$ cat src/rtl/pc_gen_bpred.sv
// rtl/pc_gen_bpred.sv - fetch PC generator with direct-mapped BTB and 2-bit counters
// Optional event counters are compiled in with PC_GEN_BPRED_STATS_EN.
module pc_gen_bpred #(
  parameter int unsigned     XLEN        = 32,
  parameter logic [XLEN-1:0] RESET_PC    = '0,
  parameter int unsigned     BTB_ENTRIES = 16,
  parameter int unsigned     IDX_W       = $clog2(BTB_ENTRIES)
) (
  input  logic            i_clk,
  input  logic            i_rst_n,
  input  logic            i_stall_f,
  input  logic            i_redirect,
  input  logic [XLEN-1:0] i_redirect_pc,
  input  logic            i_upd_en,
  input  logic [XLEN-1:0] i_upd_pc,
  input  logic [XLEN-1:0] i_upd_target,
  input  logic            i_upd_taken,
  output logic [XLEN-1:0] o_pc,
  output logic            o_pred_taken,
  output logic [XLEN-1:0] o_pred_target
`ifdef PC_GEN_BPRED_STATS_EN
  ,
  output logic [31:0]     o_stat_pred_cnt,
  output logic [31:0]     o_stat_redirect_cnt
`endif
);

  localparam int unsigned TAG_W = XLEN - IDX_W - 2;

  logic             btb_valid  [BTB_ENTRIES];
  logic [TAG_W-1:0] btb_tag    [BTB_ENTRIES];
  logic [XLEN-1:0]  btb_target [BTB_ENTRIES];
  logic [1:0]       btb_ctr    [BTB_ENTRIES];

  logic [IDX_W-1:0] rd_idx;
  logic [TAG_W-1:0] rd_tag;
  logic             rd_hit;
  logic [XLEN-1:0]  pc_plus4;

  logic [IDX_W-1:0] wr_idx;
  logic [TAG_W-1:0] wr_tag;
  logic             wr_hit;
  logic [XLEN-1:0]  wr_target;

  logic [XLEN-1:0]  next_pc;
  logic             unused_low_bits;

  assign rd_idx   = o_pc[IDX_W+1:2];
  assign rd_tag   = o_pc[XLEN-1:IDX_W+2];
  assign rd_hit   = btb_valid[rd_idx] && (btb_tag[rd_idx] == rd_tag);
  assign pc_plus4 = o_pc + XLEN'(4);

  assign o_pred_taken  = rd_hit && btb_ctr[rd_idx][1];
  assign o_pred_target = o_pred_taken ? btb_target[rd_idx] : pc_plus4;

  assign wr_idx    = i_upd_pc[IDX_W+1:2];
  assign wr_tag    = i_upd_pc[XLEN-1:IDX_W+2];
  assign wr_hit    = btb_valid[wr_idx] && (btb_tag[wr_idx] == wr_tag);
  assign wr_target = {i_upd_target[XLEN-1:2], 2'b00};

  // Instruction addresses are word aligned; the low bits of these inputs are ignored.
  assign unused_low_bits = ^{i_redirect_pc[1:0], i_upd_pc[1:0], i_upd_target[1:0]};

  always_comb begin
    next_pc = o_pred_target;
    if (i_redirect) begin
      next_pc = {i_redirect_pc[XLEN-1:2], 2'b00};
    end else if (i_stall_f) begin
      next_pc = o_pc;
    end
  end

  always_ff @(posedge i_clk or negedge i_rst_n) begin
    if (!i_rst_n) begin
      o_pc <= RESET_PC;
    end else begin
      o_pc <= next_pc;
    end
  end

  // Valid bits and counters carry the reset state; tag/target are only meaningful once valid.
  always_ff @(posedge i_clk or negedge i_rst_n) begin
    if (!i_rst_n) begin
      for (int i = 0; i < int'(BTB_ENTRIES); i++) begin
        btb_valid[i] <= 1'b0;
        btb_ctr[i]   <= 2'b01;
      end
    end else if (i_upd_en) begin
      if (wr_hit) begin
        if (i_upd_taken) begin
          if (btb_ctr[wr_idx] != 2'b11) btb_ctr[wr_idx] <= btb_ctr[wr_idx] + 2'b01;
        end else begin
          if (btb_ctr[wr_idx] != 2'b00) btb_ctr[wr_idx] <= btb_ctr[wr_idx] - 2'b01;
        end
      end else if (i_upd_taken) begin
        btb_valid[wr_idx] <= 1'b1;
        btb_ctr[wr_idx]   <= 2'b10;
      end
    end
  end

  always_ff @(posedge i_clk) begin
    if (i_upd_en && i_upd_taken) begin
      btb_tag[wr_idx]    <= wr_tag;
      btb_target[wr_idx] <= wr_target;
    end
  end

`ifdef PC_GEN_BPRED_STATS_EN
  always_ff @(posedge i_clk or negedge i_rst_n) begin
    if (!i_rst_n) begin
      o_stat_pred_cnt     <= '0;
      o_stat_redirect_cnt <= '0;
    end else begin
      if (!i_stall_f && o_pred_taken) o_stat_pred_cnt <= o_stat_pred_cnt + 32'd1;
      if (i_redirect) o_stat_redirect_cnt <= o_stat_redirect_cnt + 32'd1;
    end
  end
`endif

endmodule

$ cat config.mk
export PLATFORM = sky130hd
export DESIGN_NAME = pc_gen_bpred
export DESIGN_NICKNAME = d
export VERILOG_FILES = /design/src/rtl/pc_gen_bpred.sv
export SDC_FILE = /design/constraint.sdc
export NUM_CORES = 1
export LEC_CHECK = 0
export ABC_AREA = 0
export BUFFER_PORTS_ARGS = -buffer_cell sky130_fd_sc_hd__buf_2
export CAP_MARGIN = 30
export CELL_PAD_IN_SITES_DETAIL_PLACEMENT = 0
export CELL_PAD_IN_SITES_GLOBAL_PLACEMENT = 1
export CORE_MARGIN = 2
export CORE_UTILIZATION = 58
export DETAILED_ROUTE_END_ITERATION = 8
export PLACE_DENSITY = 0.91
export SYNTH_ARGS = -nofsm -noshare
export SYNTH_HDL_FRONTEND = slang
export SYNTH_SLANG_ARGS = --single-unit
$ cat constraint.sdc
create_clock -name i_clk -period 10.29 [get_ports i_clk]
set_input_delay 1.029 -clock i_clk [delete_from_list [all_inputs] [get_ports i_clk]]
set_output_delay 1.029 -clock i_clk [all_outputs]
set_load 0.01 [all_outputs]
==> results of run 1 <==
==> per-layer routing <==
| metal | vias up | GRT usage | part of all wire |
|---|---|---|---|
| met5 | - | 0 | 0.00057 |
| li1 | 10180 | - | - |
| met3 | 426 | 0.08426 | 0.13 |
| met4 | 10 | 0.1610 | 0.051 |
| met1 | 13090 | 0.4289 | 0.34 |
| met2 | 2086 | 0.5133 | 0.48 |
==> Yosys cell counts (all sizes together), types with 8 or more instances <==
cell type	count
mux2i	140
a22o	28
mux4	326
mux2	65
xnor2	42
a221o	18
buf	98
edfxtp	896
nand2	58
nand4	8
nor3	23
a221oi	15
nor2	74
nand2b	11
a22oi	35
a21oi	41
a211oi	8
dfrtp	64
o22ai	8
nand3	41
a31oi	10
nand3b	8
nor4	14
xor2	29
nor2b	20
and3	47
o21bai	12
o21ai	33
inv	22
dfstp	16
clkbuf	66
==> registers in the layout, summed over array words and instances (netlist names) <==
register and count:
btb_ctr 32, btb_tag 416, btb_target 480, btb_valid 16, o_pc 32
==> report_power, final <==
| group | leakage [nW] | internal (W) | switching, W | total, W |
|---|---|---|---|---|
| registers | 8.98 | 0.00441 | 0.000115 | 0.00453 |
| logic | 6.04 | 0.000507 | 0.000671 | 0.00118 |
| clock network | 1.57 | 0.00206 | 0.00156 | 0.00362 |
| total | 16.6 | 0.00698 | 0.00234 | 0.00932 |
==> area by class of cell <==
type                       instances  area [µm²]
clock inverter                    63       699.4
timing repair buffer             226        1445
tap                              969        1212
antenna                            9       22.52
fill                            4775       25610
clock buffer                     118        2547
sequential                       976       28940
multi-input combinational       1204       14020
inverter                          22       82.58
==> metrics by stage <==
stage | instances | setup slack, ns | hold slack [ns] | utilization
after floorplan | 2366 | 2.803 | 0.4435 | -
after global placement | 3387 | 4.160 | 0.4616 | 0.6103
after detailed placement | 3395 | 4.179 | 0.4695 | 0.6123
after CTS | 3576 | 3.436 | 0.2018 | 0.6558
after global routing | 3584 | 3.209 | 0.2103 | 0.6565
final | 3587 | 3.436 | 0.2201 | 0.6566
==> cell families (layout without fill, tap and decap cells) <==
kind of cell | Yosys count | after routing | synth area share
AO/OA/AOI/OAI | 267 | 267 | 0.04596
adder cells (fa/ha/maj) | 3 | 3 | 0.0008571
flip-flops | 976 | 976 | 0.6605
AND/OR/NAND/NOR | 332 | 332 | 0.03914
other | 0 | 9 | 0
buffers and inverters | 186 | 429 | 0.02211
multiplexers | 531 | 531 | 0.2173
XOR/XNOR | 71 | 71 | 0.01420
==> worst max-delay path: cells and delay by family (launching register included) <==
family                 cells  cell delay, ns
buffers and inverters      3            1.22
AND/OR/NAND/NOR            2            0.35
multiplexers               2            1.06
flip-flops                 1            0.98
AO/OA/AOI/OAI              3            1.27
XOR/XNOR                   1            0.14
==> final timing paths <==
kind | startpoint | end
worst max-delay path | o_pc[2] | o_pred_target[22]
worst min-delay path | i_rst_n | btb_valid[13]
worst max register to register | o_pc[2] | o_pc[18]
worst min register to register | btb_valid[1] | btb_valid[1]
max in group asynchronous | i_rst_n | o_pc[4]
min in group i_clk | btb_valid[1] | btb_valid[1]
==> layout by cell type (no fill, tap or decap), types with 12 or more instances in the layout <==
cell	synthesis	layout
sky130_fd_sc_hd__clkinv_1	0	17
sky130_fd_sc_hd__edfxtp_1	896	896
sky130_fd_sc_hd__nor2b_1	20	20
sky130_fd_sc_hd__a221oi_1	15	15
sky130_fd_sc_hd__buf_2	52	157
sky130_fd_sc_hd__o21ai_0	33	33
sky130_fd_sc_hd__o21bai_1	12	12
sky130_fd_sc_hd__dfrtp_1	64	61
sky130_fd_sc_hd__mux2_1	13	13
sky130_fd_sc_hd__buf_4	10	60
sky130_fd_sc_hd__xnor2_1	42	42
sky130_fd_sc_hd__a22o_1	25	25
sky130_fd_sc_hd__and3_1	47	47
sky130_fd_sc_hd__a21oi_1	41	41
sky130_fd_sc_hd__nor3_1	23	19
sky130_fd_sc_hd__clkbuf_16	0	98
sky130_fd_sc_hd__mux2_2	46	46
sky130_fd_sc_hd__xor2_1	29	29
sky130_fd_sc_hd__inv_1	22	21
sky130_fd_sc_hd__clkinv_2	0	17
sky130_fd_sc_hd__mux2i_1	140	140
sky130_fd_sc_hd__nor2_4	0	12
sky130_fd_sc_hd__a22oi_1	33	33
sky130_fd_sc_hd__nor4_1	13	13
sky130_fd_sc_hd__nor2_1	74	61
sky130_fd_sc_hd__a221o_1	18	18
sky130_fd_sc_hd__clkbuf_1	64	18
sky130_fd_sc_hd__mux4_2	321	321
sky130_fd_sc_hd__nand3_1	41	41
sky130_fd_sc_hd__nand2_1	58	58
sky130_fd_sc_hd__dfstp_2	16	16
==> impl_metrics.toml, run 1 <==
[critical_path]
cp-end-kind = "primary output"
critical_path_peak_fanout = 58
cp_dominant_cell_by_count = "sky130_fd_sc_hd__buf_4"
path_cells = "buf_4, mux4_2, a22o_1, a221oi_1, xnor2_1, a211o_1, nor4_1, nand4_1, buf_4, mux2_1, buf_2"
setup.worst_path.start_class = "flop"
r2r_cells = 11
critical_path_arrival_ns = 5.83
critical_path.max_stage_delay_ns = 0.98
crit_slowest_cell = "sky130_fd_sc_hd__dfrtp_4"
rrSetupSlack_ns = 4.89
critical_path_start_end_classification = "flop to primary output"
required_time_at_the_endpoint_of_the_critical_path_ns = 9.26

[floorplanning]
core_area_mm2 = 0.07457
initial_core_util = 0.5873
height_of_the_die_um = 278.8
design.portCount = 167
floorplan.rows = 100
floorplan.die_area_mm2 = 0.07773
dieWidth_um = 278.8

[sta]
timing.final.setup_violations = 0
rsz0062_at_grt = "no"
finalHoldViolCount = 0
timing.setup.tns_ns = 0
final_min_period_over_clock_period = 0.6661
timing.clock.skew_ns = 0.05253
finalWorstPathRequiredPeriod_ns = 6.854
max_slew_margin = 0.2987
slew_violations = 0
maxClockFrequency_mhz = 145.9
timing_worst_slew_pin_value_ns = 1.052

[layout]
drive_above_1_share = 0.3078
num-nets-final = 2632
synthesis_to_finish_area_growth_pct = 11.79
finish.instance_area_mm2 = 0.04896

[synthesis]
syn-instance-count = 2366
synth_fp_nets = 2471
yosys_register_bits = 976
ys_warn_count = 0
synth_top_cells_by_area = "sky130_fd_sc_hd__edfxtp_1 (61%), sky130_fd_sc_hd__mux4_2 (17%), sky130_fd_sc_hd__dfrtp_1 (3.7%)"
count_of_cell_types_in_the_netlist = 81
syn-mean-instance-area_um2 = 18.51
synth_sequential_area_ratio = 0.6605
postSynth.topFlopCell = "sky130_fd_sc_hd__edfxtp_1"
synthArstFlopShare = 0.08197
synth_enable_flop_cells = 896
mapped_area_mm2 = 0.04380
yosys.area.top_type = "sky130_fd_sc_hd__edfxtp_1"
synth_top_area_frac = 0.6143

[placed_design]
globalplace.congestion = 0.9231
placed_area_mm2 = 0.04566
dpl.hpwl_mm = 73.00
port_buffers = 160

[clock_network]
h-tree-depth = 3
post_cts.resized_instances = 0
clkLatencyLatePin_ns = 0.69
buffer_levels_on_the_longest_clock_path = 3
postCtsHoldBufs = 0
clock_sinks = 976
cts_buffers = 97
cts_tree = "done"
clk_transition_reported_paths_ns = 0.06
cts_setup_buffers = 0
cts_root_buffer = "sky130_fd_sc_hd__clkbuf_16"

[power_and_ir_drop]
total_leakage_power_nw = 16.59
vdd_drop_max_v = 0.0001681
power_w = 0.009321
power-per-cell-area_mw_per_mm2 = 190.4

[drt]
ant_nets = 0
route.detailed.vias_per_inst = 7.189
average_wire_length_per_cell_after_detail_routing_um = 34.94
iteration_0_drc_markers = 3974
detail_route.wirelength_mm = 125.3
drt_pass1_iterations = 6
detailroute.via_count = 25790
post-route-drc-count = 0

[grt]
grt_pass1_vias = 26230
global_route_total_usage_across_every_layer = 0.3264
grt_pass1_wl_mm = 180.9
grt_antenna_before_repair = 13
pin_count_of_the_biggest_net_entering_global_routing = 125
overflow = 0

[flow_run]
max_cap_violations = 0

[min_path]
hold_path.class = "input pin to async pin"

[run_status]
status = "complete, no violations"
(Power assumes the default switching activity.)
==> inputs of run 2 (changes only) <==
==> config.mk (replaced) <==
export PLATFORM = sky130hd
export DESIGN_NAME = pc_gen_bpred
export DESIGN_NICKNAME = d
export VERILOG_FILES = /design/src/rtl/pc_gen_bpred.sv
export SDC_FILE = /design/constraint.sdc
export NUM_CORES = 1
export LEC_CHECK = 0
export ABC_AREA = 1
export BUFFER_PORTS_ARGS = -buffer_cell sky130_fd_sc_hd__buf_2
export CAP_MARGIN = 30
export CELL_PAD_IN_SITES_DETAIL_PLACEMENT = 0
export CELL_PAD_IN_SITES_GLOBAL_PLACEMENT = 1
export CORE_MARGIN = 2
export CORE_UTILIZATION = 49
export DETAILED_ROUTE_END_ITERATION = 8
export PLACE_DENSITY = 0.86
export SYNTH_ARGS = -nofsm -noshare
export SYNTH_HDL_FRONTEND = slang
export SYNTH_SLANG_ARGS = --single-unit
==> constraint.sdc (replaced) <==
create_clock -name i_clk -period 6.6 [get_ports i_clk]
set_input_delay 0.66 -clock i_clk [delete_from_list [all_inputs] [get_ports i_clk]]
set_output_delay 0.66 -clock i_clk [all_outputs]
set_load 0.01 [all_outputs]
==> run 2 against run 1 <==
- first-iteration DRC count is 4.2% higher
- global-route usage down 3.3 points
- register-to-register slack got worse by 2.8 ns
- clock skew shrank 0.028 ns
- hold slack improved by 0.045 ns
- sequential share of layout area fell by 3.3 points
- clock power increased by 63%
- critical path depth increased by 5
- critical endpoint is now o_pred_target[20]
- die area up 25%
==> impl_metrics.toml, run 2 <==
[run_status]
status = "complete, no violations"

[drt]
routed.top_layer = "met5"
route.detailed.vias_per_inst = 5.758
detail_route.wirelength_mm = 145.2
drt_pass1_iterations = 6
ant_nets = 0
met3_wirelength_mm = 14.87
average_wire_length_per_cell_after_detail_routing_um = 22.86
detailroute.via_count = 36580
post-route-drc-count = 0
met1_length_mm = 57.91
route.met2.wl_mm = 66.84
iteration_0_drc_markers = 4141

[layout]
num-fill-cells = 8209
most-common-layout-cells = "sky130_fd_sc_hd__nand2_1 (1433), sky130_fd_sc_hd__edfxtp_1 (896), sky130_fd_sc_hd__o21ai_0 (577), sky130_fd_sc_hd__nor2_1 (562), sky130_fd_sc_hd__inv_1 (306)"
num-nets-final = 5100
largest_reg_by_ff_count = "btb_target"
drive_above_1_share = 0.09073
final-seq-area_mm2 = 0.02894
synthesis_to_finish_area_growth_pct = 11.40
multi_input_comb_area_mm2 = 0.01503
flip_flop_count_of_the_largest_register_all_copies_and_words_added = 480
layout_commonest_cell = "sky130_fd_sc_hd__nand2_1"
biggestRegsByFlops = "btb_target x480, btb_tag x416"

[synthesis]
postSynth.topFlopCell = "sky130_fd_sc_hd__edfxtp_1"
synth_top_cells_by_area = "sky130_fd_sc_hd__edfxtp_1 (58%), sky130_fd_sc_hd__nand2_1 (12%), sky130_fd_sc_hd__o21ai_0 (6.2%)"
synthArstFlopShare = 0.08197
yosys_register_bits = 976
ys_warn_count = 0
mapped_area_mm2 = 0.04658
count_of_cell_types_in_the_netlist = 43
synth_fp_nets = 5048
synth_top_area_frac = 0.5777
netlist_top_cells_count = "sky130_fd_sc_hd__nand2_1 (1433), sky130_fd_sc_hd__edfxtp_1 (896), sky130_fd_sc_hd__o21ai_0 (578)"
yosysMostFrequentCell = "sky130_fd_sc_hd__nand2_1"
synth_sequential_area_ratio = 0.6211
yosys.area.top_type = "sky130_fd_sc_hd__edfxtp_1"
syn-instance-count = 4943
synth_enable_flop_cells = 896
syn-mean-instance-area_um2 = 9.423

[clock_network]
clk_transition_reported_paths_ns = 0.06
clock_sinks = 976
cts_buffers = 101
cts_setup_buffers = 0
clkLatencyLatePin_ns = 0.69
buffer_levels_on_the_longest_clock_path = 3
cts_root_buffer = "sky130_fd_sc_hd__clkbuf_16"
h-tree-depth = 3
cts_tree = "done"

[sta]
timing.final.setup_violations = 0
rsz0062_at_grt = "no"
timing_worst_slew_pin_value_ns = 0.9555
timing.setup.tns_ns = 0
finalHoldViolCount = 0
maxClockFrequency_mhz = 174.4
finalWorstPathRequiredPeriod_ns = 5.733
final_min_period_over_clock_period = 0.8686
max_slew_margin = 0.3630
slew_violations = 0
timing.clock.skew_ns = 0.02447

[placed_design]
port_buffers = 160
globalplace.congestion = 0.9480
dpl.hpwl_mm = 84.05

[power_and_ir_drop]
power-per-cell-area_mw_per_mm2 = 290.8
power_w = 0.01509
total_leakage_power_nw = 20.35
vdd_drop_max_v = 0.0003073

[grt]
grt_pass1_wl_mm = 213.1
global_route_total_usage_across_every_layer = 0.2930
overflow = 0
grt_antenna_before_repair = 9
pin_count_of_the_biggest_net_entering_global_routing = 193
grt_pass1_vias = 34040

[critical_path]
crit_slowest_cell = "sky130_fd_sc_hd__dfrtp_4"
critical_path.max_stage_delay_ns = 0.93
critical_path_start_end_classification = "flop to primary output"
cp_dominant_cell_by_count = "sky130_fd_sc_hd__nand2_1"
setup.worst_path.start_class = "flop"
required_time_at_the_endpoint_of_the_critical_path_ns = 5.94
critical_path_peak_fanout = 69
path_cells = "inv_6, a21oi_1, o21ai_0, nand2_1, nand2_1, nand2_1, inv_1, nand2_1, nand2_1, a21oi_1, nand3b_1, nor2_4, nand2_2, nand2_1, and2_1, buf_2"
critical_path_arrival_ns = 5.07
cp-end-kind = "primary output"

[floorplanning]
floorplan.die_area_mm2 = 0.09753
height_of_the_die_um = 312.3
floorplan.rows = 113
initial_core_util = 0.4924
design.portCount = 167
core_area_mm2 = 0.09459
dieWidth_um = 312.3

[flow_run]
max_cap_violations = 0

[min_path]
hold_path.class = "input pin to flop"
run 2: cells by family after synthesis:
group	share of synthesized area
adders and majority gates	0.0008060
AOI/OAI and AO/OA	0.1180
buffers and inverters	0.05781
xor gates and xnor gates	0.005077
and+or+nand+nor	0.1972
DFF	0.6211
run 2: through the flow:
stage	cells	util	setup slack, ns	instance area, µm²	hold slack, ns
6_report	6353	0.5485	0.8675	51880	0.2648
5_1_grt	6350	0.5484	0.6514	51880	0.2751
4_1_cts	6345	0.5481	0.9350	51850	0.2329
3_5_place_dp	6155	0.5118	1.720	48410	0.4533
3_3_place_gp	6153	0.5113	1.724	48370	0.4500
2_1_floorplan	4943	-	2.134	46580	0.3644
run 2: path summary, 6_finish.rpt:
path | startpoint | to | slack [ns] | cells past startpoint
setup / recovery | o_pc[3] | o_pred_target[20] | 0.87 | 16
hold / removal | i_redirect_pc[23] | o_pc[23] | 0.26 | 5
setup reg to reg | o_pc[3] | o_pc[17] | 2.05 | 17
hold reg to reg | btb_ctr[20] | btb_ctr[20] | 0.46 | 2
max in group asynchronous | i_rst_n | o_pc[2] | 4.80 | 3
min in group asynchronous | i_rst_n | btb_ctr[31] | 0.52 | 2
run 2: area by class of cell:
class | instances | share of cell area
multi-input combinational | 3345 | 0.2897
clock buffer | 124 | 0.05120
tap | 1265 | 0.03051
timing repair buffer | 244 | 0.03145
clock inverter | 65 | 0.01478
sequential | 976 | 0.5577
antenna | 7 | 0.0003376
inverter | 327 | 0.02433
run 2: timing repair:
| item | 4_1_cts | 5_1_grt |
|---|---|---|
| resized for setup | 0 | 0 |
| hold buffers | 1 | 0 |
| hold endpoints to repair | 19 | 0 |
run 2: layer usage:
metal / up-vias / global-route usage
met5: - / 0
met4: 4 / 0.1178
met3: 323 / 0.05514
met2: 1862 / 0.4606
met1: 17450 / 0.4034
li1: 16950 / -
run 2: report_power, final:
part	internal [W]	switching, W	leakage, nW
combinational	0.000603	0.00155	9.69
sequential	0.00688	0.000138	8.99
clock	0.00349	0.00242	1.67
total	0.0110	0.00411	20.4
run 2: worst max-delay path: cells and delay by family, from the launching register on:
family | cells | cell delay (ns)
AOI/OAI and AO/OA | 3 | 0.83
buffers and inverters | 3 | 0.76
DFF | 1 | 0.93
and+or+nand+nor | 10 | 1.83
